### src/rtl/maxpool_stage.sv
// Per-lane 2x2 / stride-2 max pooling over a row-major stream of nine-lane pixels.
// Optional MAXPOOL_FRAME_DONE_EN adds a frame_done pulse on the last pooled output of each frame.
module maxpool_stage #(
  parameter int int_bits = 13,
  parameter int W        = 8,
  parameter int H        = 8
) (
  input  logic                         clk,
  input  logic                         reset,
  input  logic                         start,
  input  logic                         in_valid,
  input  logic [8:0][int_bits-1:0]     in,
  output logic                         out_valid,
  output logic [8:0][int_bits-1:0]     out,
`ifdef MAXPOOL_FRAME_DONE_EN
  output logic                         frame_done,
`endif
  output logic [11:0]                  out_idx
);

  localparam int CW    = $clog2(W);
  localparam int RW    = $clog2(H);
  localparam int PW    = W / 2;
  localparam int PH    = H / 2;
  localparam int AW    = (PW > 1) ? $clog2(PW) : 1;
  localparam int TOTAL = PW * PH;

  localparam logic [CW-1:0] COL_LAST = CW'(W - 1);
  localparam logic [RW-1:0] ROW_LAST = RW'(H - 1);
  localparam logic [11:0]   IDX_LAST = 12'(TOTAL - 1);

  logic [CW-1:0]               col_q, col_d;
  logic [RW-1:0]               row_q, row_d;
  logic [11:0]                 cnt_q, cnt_d;
  logic [11:0]                 out_idx_q, out_idx_d;
  logic                        out_valid_q, out_valid_d;
  logic [8:0][int_bits-1:0]    left_q, left_d;
  logic [8:0][int_bits-1:0]    out_q, out_d;
  logic [8:0][int_bits-1:0]    hmax, pooled, buf_rd;
  logic [8:0][int_bits-1:0]    line_buf_q [PW];
  logic [AW-1:0]               addr;
  logic                        wr_en;
  logic                        row_in;
`ifdef MAXPOOL_FRAME_DONE_EN
  logic                        frame_done_q, frame_done_d;
`endif

  assign addr   = AW'(col_q >> 1);
  assign buf_rd = line_buf_q[addr];
  // A trailing even row (odd H) must never land in the line buffer.
  assign row_in = (int'(row_q) < 2 * PH);

  always_comb begin
    hmax   = '0;
    pooled = '0;
    for (int l = 0; l < 9; l++) begin
      hmax[l]   = ($signed(in[l]) > $signed(left_q[l])) ? in[l] : left_q[l];
      pooled[l] = ($signed(hmax[l]) > $signed(buf_rd[l])) ? hmax[l] : buf_rd[l];
    end
  end

  always_comb begin
    col_d       = col_q;
    row_d       = row_q;
    cnt_d       = cnt_q;
    out_idx_d   = out_idx_q;
    out_valid_d = 1'b0;
    left_d      = left_q;
    out_d       = out_q;
    wr_en       = 1'b0;
`ifdef MAXPOOL_FRAME_DONE_EN
    frame_done_d = 1'b0;
`endif
    if (start) begin
      col_d     = '0;
      row_d     = '0;
      cnt_d     = '0;
      out_idx_d = '0;
    end else if (in_valid) begin
      if (!col_q[0]) begin
        left_d = in;
      end else if (!row_q[0]) begin
        wr_en = row_in;
      end else begin
        // Odd columns/rows always sit inside the poolable area, so no bound check here.
        out_valid_d = 1'b1;
        out_d       = pooled;
        out_idx_d   = cnt_q;
        cnt_d       = cnt_q + 12'd1;
`ifdef MAXPOOL_FRAME_DONE_EN
        frame_done_d = (cnt_q == IDX_LAST);
`endif
      end
      if (col_q == COL_LAST) begin
        col_d = '0;
        if (row_q == ROW_LAST) begin
          row_d = '0;
          cnt_d = '0;
        end else begin
          row_d = row_q + 1'b1;
        end
      end else begin
        col_d = col_q + 1'b1;
      end
    end
  end

  always_ff @(posedge clk or negedge reset) begin
    if (!reset) begin
      col_q        <= '0;
      row_q        <= '0;
      cnt_q        <= '0;
      out_idx_q    <= '0;
      out_valid_q  <= 1'b0;
      left_q       <= '0;
      out_q        <= '0;
`ifdef MAXPOOL_FRAME_DONE_EN
      frame_done_q <= 1'b0;
`endif
    end else begin
      col_q        <= col_d;
      row_q        <= row_d;
      cnt_q        <= cnt_d;
      out_idx_q    <= out_idx_d;
      out_valid_q  <= out_valid_d;
      left_q       <= left_d;
      out_q        <= out_d;
`ifdef MAXPOOL_FRAME_DONE_EN
      frame_done_q <= frame_done_d;
`endif
    end
  end

  // Line buffer is plain storage: every entry is rewritten on an even row before it is read.
  always_ff @(posedge clk) begin
    if (wr_en) line_buf_q[addr] <= hmax;
  end

  assign out_valid = out_valid_q;
  assign out       = out_q;
  assign out_idx   = out_idx_q;
`ifdef MAXPOOL_FRAME_DONE_EN
  assign frame_done = frame_done_q;
`endif

endmodule

### config.mk
export PLATFORM = sky130hd
export DESIGN_NAME = maxpool_stage
export DESIGN_NICKNAME = d
export VERILOG_FILES = /design/src/rtl/maxpool_stage.sv
export SDC_FILE = /design/constraint.sdc
export NUM_CORES = 1
export LEC_CHECK = 0
export ABC_AREA = 0
export CAP_MARGIN = 0
export CORE_MARGIN = 3
export CORE_UTILIZATION = 55
export CTS_BUF_LIST = sky130_fd_sc_hd__clkbuf_8
export DETAILED_ROUTE_END_ITERATION = 16
export PLACE_DENSITY = 0.77
export SYNTH_ARGS = -nofsm -noshare
export SYNTH_HDL_FRONTEND = slang
export SYNTH_SLANG_ARGS = --single-unit
### constraint.sdc
create_clock -name clk -period 16.1 [get_ports clk]
set_input_delay 3.22 -clock clk [delete_from_list [all_inputs] [get_ports clk]]
set_output_delay 3.22 -clock clk [all_outputs]
set_load 0.02 [all_outputs]
After elaboration in Yosys (flattened, before gate mapping)
Memories as Yosys holds them, arrays and structs flattened. Cells that the tools add are included.

$add $sub $neg: 3. Order comparisons: 18. Equal/unequal tests: 2. Mux-type cells: 45. Bitwise logic cells: 2. Reductions and logical operators: 8.

Operators by type and width (count): > comparator 13 bit (18); 2-to-1 mux 13 bit (18); 2-to-1 mux 12 bit (10); 2-to-1 mux 3 bit (7); adder 12 x 1 -> 12 bit, second input constant (1); 2-to-1 mux 1 bit (10); nonzero test 2 bit (4); adder 3 x 1 -> 3 bit, second input constant (2); == test 3 bit, second input constant (2); AND reduction 3 bit (2); AND reduction 4 bit (1); inverter 1 bit (2); AND reduction 2 bit (1).

Register bits after elaboration: 265. Memory bits (writable): 468. Input port bits: 121. Output and inout port bits: 130. Logic and storage cells: 102. Memories: 1.

Memory list: line_buf_q (depth 4, bits a word 117, rd ports 1, clocked after Yosys merged registers in 0, write ports 1, RTL line 40) `logic [8:0][int_bits-1:0] line_buf_q [PW];`.

Depth between registers and ports, before layout
Gate-level depths: netlist (run 1).

Word-level depth: 7. Gate-level depth with buffers: 19. Depth with buffers taken out: 17.

Worst setup path before layout (run 1)
No wires, ideal clock.

Path type: in2reg. Start point: input port in_valid. End point: memory line_buf_q[2][0] (netlist bit), enable pin. Setup time: 0.922 ns. Data arrival time: 15.667 ns. Required time: 15.178 ns. Setup slack: -0.489 ns. Cell stages on the path: 3. Buffers on the path: 1. Cells stage by stage: buf_1 nand3b_1 nor4b_1.

Cells in the longest elaborated chain, start to end: 4.

Ends and longest elaborated chain: start: declaration (RTL line 11) `input logic in_valid,`; 2-to-1 mux 1 bit (RTL line 79) `end else if (in_valid) begin`; 2-to-1 mux 1 bit (RTL line 74) `if (start) begin`; 2-to-1 mux 1 bit (RTL line 136) `if (wr_en) line_buf_q[addr] <= hmax;`; 2-to-1 mux 1 bit (not written as such) (RTL line 136); end: declaration (RTL line 40).

No other way between the ends.

==> impl_metrics.csv, run 1 <==
group,metric,value,unit
cts,holdBufCountCts,0,
cts,post-cts-setup-buffers,0,
placement,place_ws,7426,ps
worst_setup_path,cp_cell_sequence,"clkdlybuf4s50_1, ha_1, and4_1, a21oi_1, o21ai_1, o211a_1, a31oi_2, mux2_2, ha_1, o21ai_0, a21oi_1, o311ai_0, o211ai_1, a32oi_1, nor2_1, a221o_1",
synthesis,synth-xor-area-share,0.02469,%
run_status,status,"finished, final reports clean",
power,power.leakage,16.56,nW
worst_setup_path,reg2regPathDepth,16,
worst_setup_path,start_kind,"input port",
synthesis,synth_most_common_cell,"edfxtp_1",
power,p_per_area,113.8,nW/um2
synthesis,avgSynthCellArea,13.12,um2
synthesis,synth_edf_count,468,
synthesis,synth_mux_area_share,11.56,%
worst_setup_path,r2r_setup_slack,10430,ps
placement,io_buffer_count,250,
synthesis,yosys-top-cells-area,"edfxtp_1 (40%), dfrtp_1 (19%), ha_1 (8.4%)",
finish,drive_gt1_share,14.45,%
cts,clk_path_buf_depth,3,
grt,grt_usage,24.22,%
detailed_routing,vias,23350,
synthesis,synthesis.area,35470,um2
synthesis,synth_top_family_by_area,"multiplexers",
timing,finalMaxSlewViolations,0,
worst_setup_path,crit_required,16680,ps
min_path,min_path_type,"register to register",
power,seq_power_share,46.8,%
synthesis,synth_top_cell_area_share,39.62,%
worst_setup_path,crit_type,"input port to register",
detailed_routing,drc,0,
synthesis,synthSimpleGateAreaFrac,7.372,%
cts,cts-root-buf,"clkbuf_8",
synthesis,synth_common_cells,"edfxtp_1 (468), dfrtp_1 (265), inv_1 (242)",
grt,grt_max_degree,109,
finish,area.growth.synth_to_final,15.89,%
synthesis,ys_types,75,
cts,clock_latency,710,ps
floorplanning,start_util,55.93,%
placement,hpwlAfterDp,54.21,mm
cts,cts_tree,"built",
timing,finClkSkew,19.30,ps
grt,grt_pass1_vias,24390,
grt,grt_pass1_wl,130.2,mm
power,p_int,3.340,mW
min_path,worstHoldPathCells,2,
synthesis,yosysTopAreaCell,"edfxtp_1",
worst_setup_path,critPathSlowestCell,"a32oi_1",
floorplanning,core,63430,um2
synthesis,ys_seq_elements,733,
placement,gp_congestion,0.8843,
synthesis,synthesis.instances,2703,
finish,finalNetCount,3343,
grt,grt_overflow_total,0,
worst_setup_path,slowest_delay,800,ps
detailed_routing,ant_nets,0,
floorplanning,die_y,260.0,um
floorplanning,die_x,260.0,um
timing,fin_hold_ws,490.9,ps
power,ir_worst_vdd,0.08170,mV
worst_setup_path,arrival,8840,ps
detailed_routing,drt-initial-drc-count,1693,
floorplanning,rows,92,
power,p_sw_share,28.58,%
detailed_routing,wl_per_cell,20.61,um
timing,finalSetupViolations,0,
timing,fmax,0.1210,GHz
power,combPwrFrac,19.9,%
finish,postLayoutCoreUtil,64.82,%
worst_setup_path,crit_buf_inv,1,
finish,layoutNonFillerInstCount,3934,
synthesis,synth_compound_area_share,10.25,%
cts,htree_levels,3,
worst_setup_path,cp_top_family,"compound AO/OA/AOI/OAI gates",
synthesis,yosysSeqAreaShare,58.31,%
power,clkPwrFrac,33.3,%
synthesis,syn_nets,3063,
cts,postCtsResizedCells,0,
cts,cts_buffers,118,
placement,dpl-instance-area,38780,um2
floorplanning,ios,251,
detailed_routing,drt-total-wl,81.09,mm
placement,dpl.cell_count,3709,
timing,rsz0062_at_grt,"false",
timing,worst_slew_pin_slew,1190,ps
synthesis,yosysWarnings,0,
floorplanning,die_area,67580,um2
timing,finalHoldViolCount,0,
detailed_routing,via_per_inst,5.936,
synthesis,synth_ff_type,"edfxtp_1",
worst_setup_path,setup.worst_path.end_class,"register",
finish,finalInstanceArea,41110,um2
timing,period_minus_slack,8268,ps
synthesis,synth-adder-area-share,8.430,%
worst_setup_path,crit_cells,16,
cts,path_clk_slew,60,ps
grt,antenna_found_initial,1,
job,drv_cap,0,
timing,maxSlewHeadroom,20.29,%
timing,finalCritPeriodShare,51.35,%
power,power,4.677,mW
timing,setup_slack,7832,ps
worst_setup_path,crit_path_max_fanout,14,
synthesis,async_flop_share,36.15,%
timing,fin_setup_tns,0,ps
power,power.switching,1.337,mW
cts,cts_sinks,733,
detailed_routing,drt_pass1_iterations,5,
final cells by class:
cell class                 instances  area [um2]
sequential                       733       20690
inverter                         243       913.4
clock inverter                    92       508.0
timing repair buffer             278        2718
fill                            4534       22320
clock buffer                     132        1817
antenna                            1       2.502
multi-input combinational       1609       13400
tap                              846        1059
path summary, 6_finish.rpt:
check / startpoint / end
max: in[63] / out[62]
min reg2reg: out[36] / out[36]
min in group asynchronous: reset / left_q[35]
min: out[36] / out[36]
max in group asynchronous: reset / out[61]
max reg2reg: left_q[64] / out[62]
worst min-delay path, cell delays in order, from the launching register on:
cell and delay [ps]:
dfrtp_1 340, nand2_1 50, o221ai_1 60
cells by family after synthesis:
logic type / Yosys count
AND/OR/NAND/NOR: 553
buffers and inverters: 361
flip-flops: 733
adder cells (fa/ha/maj): 239
multiplexers: 270
AO/OA/AOI/OAI: 546
XOR/XNOR: 1
flip-flops by register name, indices dropped and copies added, names as in the netlist:
signal / flops
out_valid: 1
line_buf_q: 468
cnt_q: 12
col_q: 3
out: 117
left_q: 117
row_q: 3
out_idx: 12
power groups by stage:
stage	logic, mW	registers, mW	clock network [mW]
after floorplan	0.658	2.21	0
after global placement	0.873	2.22	0
after detailed placement	0.924	2.22	0
after CTS	0.930	2.19	1.59
after global routing	1.04	2.19	1.68
final	0.933	2.19	1.56
cells in the final DEF (no fill, tap or decap), types with 27 or more instances in the layout:
master	n
a21o_1	44
a21oi_1	85
a221o_1	46
buf_4	28
clkbuf_8	132
clkdlybuf4s50_1	249
clkinv_1	27
clkinv_2	29
dfrtp_1	263
edfxtp_1	468
ha_1	239
inv_1	270
mux2_2	99
mux2i_1	54
mux4_2	93
nand2_1	239
nand3_1	66
nor2_1	81
nor3_1	33
o21ai_0	200
routing by layer:
layer | global-route usage, % | wire, um
met1 | 33.08 | 35130
met2 | 39.99 | 39220
met3 | 4.236 | 4834
met4 | 7.272 | 1891
met5 | 0 | 9
Power figures use the tool's default switching activity.
==> inputs of run 2 (changes only) <==
==> constraint.sdc (replaced) <==
create_clock -name clk -period 8.7 [get_ports clk]
set_input_delay 1.74 -clock clk [delete_from_list [all_inputs] [get_ports clk]]
set_output_delay 1.74 -clock clk [all_outputs]
set_load 0.02 [all_outputs]
==> impl_metrics.csv, run 2 (synthesis results as in run 1) <==
group,metric,value,unit
timing,finClkSkew,36.02,ps
cts,cts_sinks,733,
power,power.leakage,16.62,nW
cts,clock_latency,730,ps
finish,drive_gt1_share,14.24,%
finish,multi_input_area,13410,um2
job,drv_cap,0,
power,p_per_area,212.5,nW/um2
finish,nFillCells,4528,
grt,grt_pass1_wl,131.3,mm
power,ir_worst_vdd,0.2065,mV
timing,period_minus_slack,6442,ps
timing,finalSetupViolations,0,
cts,cts_tree,"built",
power,p_sw_share,28.35,%
placement,dpl-instance-area,38820,um2
cts,post-cts-setup-buffers,0,
placement,dpl.cell_count,3707,
cts,holdBufCountCts,0,
finish,layoutNonFillerInstCount,3937,
finish,layout_common_cells,"edfxtp_1 (468), inv_1 (280), dfrtp_1 (263), clkdlybuf4s50_1 (249)",
detailed_routing,ant_nets,0,
placement,place_ws,1564,ps
cts,htree_levels,3,
placement,gp_congestion,0.9089,
min_path,min_path_type,"register to register",
power,combPwrFrac,19.7,%
finish,top_register,"line_buf_q",
detailed_routing,drc,0,
grt,grt_usage,24.57,%
finish,largest_reg_flops,468,
timing,worst_slew_pin_slew,1293,ps
grt,grt_overflow_total,0,
placement,io_buffer_count,250,
timing,finalCritPeriodShare,74.05,%
finish,finalInstanceArea,41250,um2
worst_setup_path,arrival,6990,ps
power,clkPwrFrac,34.1,%
grt,antenna_found_initial,8,
finish,finalNetCount,3342,
grt,grt_pass1_vias,24460,
detailed_routing,drt-initial-drc-count,1589,
finish,final_common_cell,"edfxtp_1",
floorplanning,die_y,260.0,um
cts,cts-root-buf,"clkbuf_8",
floorplanning,rows,92,
detailed_routing,vias,23460,
detailed_routing,drt_pass1_iterations,5,
finish,ff_latch_area,20690,um2
worst_setup_path,start_kind,"input port",
floorplanning,start_util,55.93,%
cts,postCtsResizedCells,0,
cts,path_clk_slew,60,ps
finish,postLayoutCoreUtil,65.04,%
finish,area.growth.synth_to_final,16.29,%
power,seq_power_share,46.2,%
floorplanning,die_x,260.0,um
floorplanning,die_area,67580,um2
timing,setup_slack,2258,ps
power,p_int,6.280,mW
floorplanning,ios,251,
timing,fin_setup_tns,0,ps
cts,cts_buffers,119,
timing,rsz0062_at_grt,"false",
timing,maxSlewHeadroom,13.64,%
detailed_routing,via_per_inst,5.958,
run_status,status,"finished, final reports clean",
placement,hpwlAfterDp,54.23,mm
detailed_routing,drt-total-wl,82.43,mm
cts,clk_path_buf_depth,3,
worst_setup_path,crit_path_max_fanout,13,
worst_setup_path,crit_type,"input port to register",
worst_setup_path,crit_required,9250,ps
timing,finalHoldViolCount,0,
power,power.switching,2.485,mW
detailed_routing,wl_per_cell,20.94,um
worst_setup_path,setup.worst_path.end_class,"register",
timing,fmax,0.1552,GHz
timing,finalMaxSlewViolations,0,
floorplanning,core,63430,um2
grt,grt_max_degree,160,
run 2: cell types whose count changed in the layout (fill, tap and decap cells not counted), sizes merged:
cell      delta
clkinv      -12
inv         +10
bufinv       +3
clkinvlp     +3
buf          -2
diode        +1
run 2: layout make-up:
cell class | instances | share of cell area, %
Sequential cell | 733 | 50.16
Multi-Input combinational cell | 1609 | 32.52
Timing Repair Buffer | 276 | 6.643
Clock buffer | 132 | 4.404
Tap cell | 846 | 2.566
Inverter | 243 | 2.214
Clock inverter | 96 | 1.477
Antenna cell | 2 | 0.01213
run 2: final timing paths:
| path | depth (start not counted) | endpoint | slack [ps] | from |
|---|---|---|---|---|
| worst min register to register | 2 | out[46] | 490 | out[46] |
| worst min-delay path | 2 | out[46] | 490 | out[46] |
| min in group asynchronous | 1 | left_q[47] | 1020 | reset |
| worst max register to register | 16 | out[39] | 3370 | left_q[46] |
| max in group asynchronous | 2 | out[68] | 6130 | reset |
| worst max-delay path | 16 | out[39] | 2260 | in[46] |
run 2: critical path, cell delays in order:
cell             delay (ps)
clkdlybuf4s50_1         450
ha_1                    340
a21oi_1                 210
nand2_1                  80
a21o_1                  200
a211oi_1                330
mux2i_2                 950
mux2i_1                 370
inv_1                   150
ha_1                    320
a21o_1                  180
a21o_1                  160
a211oi_1                380
mux2i_1                 130
nor2_1                  770
o221ai_1                230
run 2: through the flow:
step | hold WS (ps) | total power, mW
detailed placement | 484.3 | 5.828
CTS | 498.2 | 8.829
floorplan | 466.8 | 5.309
global route | 524.5 | 9.211
finish | 494.7 | 8.765
global placement | 482.6 | 5.730
run 2: per-layer routing:
metal,track usage [%],routed length [um],vias up
met5,0,50,-
met4,9.327,2737,8
met3,4.986,5171,189
met2,41.45,41110,806
met1,31.47,33370,11710
li1,-,-,10750
run 2: power by group through the flow:
| stage | Clock (mW) | Combinational [mW] | Sequential [mW] |
|---|---|---|---|
| 2_1_floorplan | 0 | 1.22 | 4.09 |
| 3_3_place_gp | 0 | 1.62 | 4.11 |
| 3_5_place_dp | 0 | 1.71 | 4.12 |
| 4_1_cts | 3.06 | 1.72 | 4.05 |
| 5_1_grt | 3.21 | 1.94 | 4.06 |
| 6_report | 2.99 | 1.73 | 4.05 |
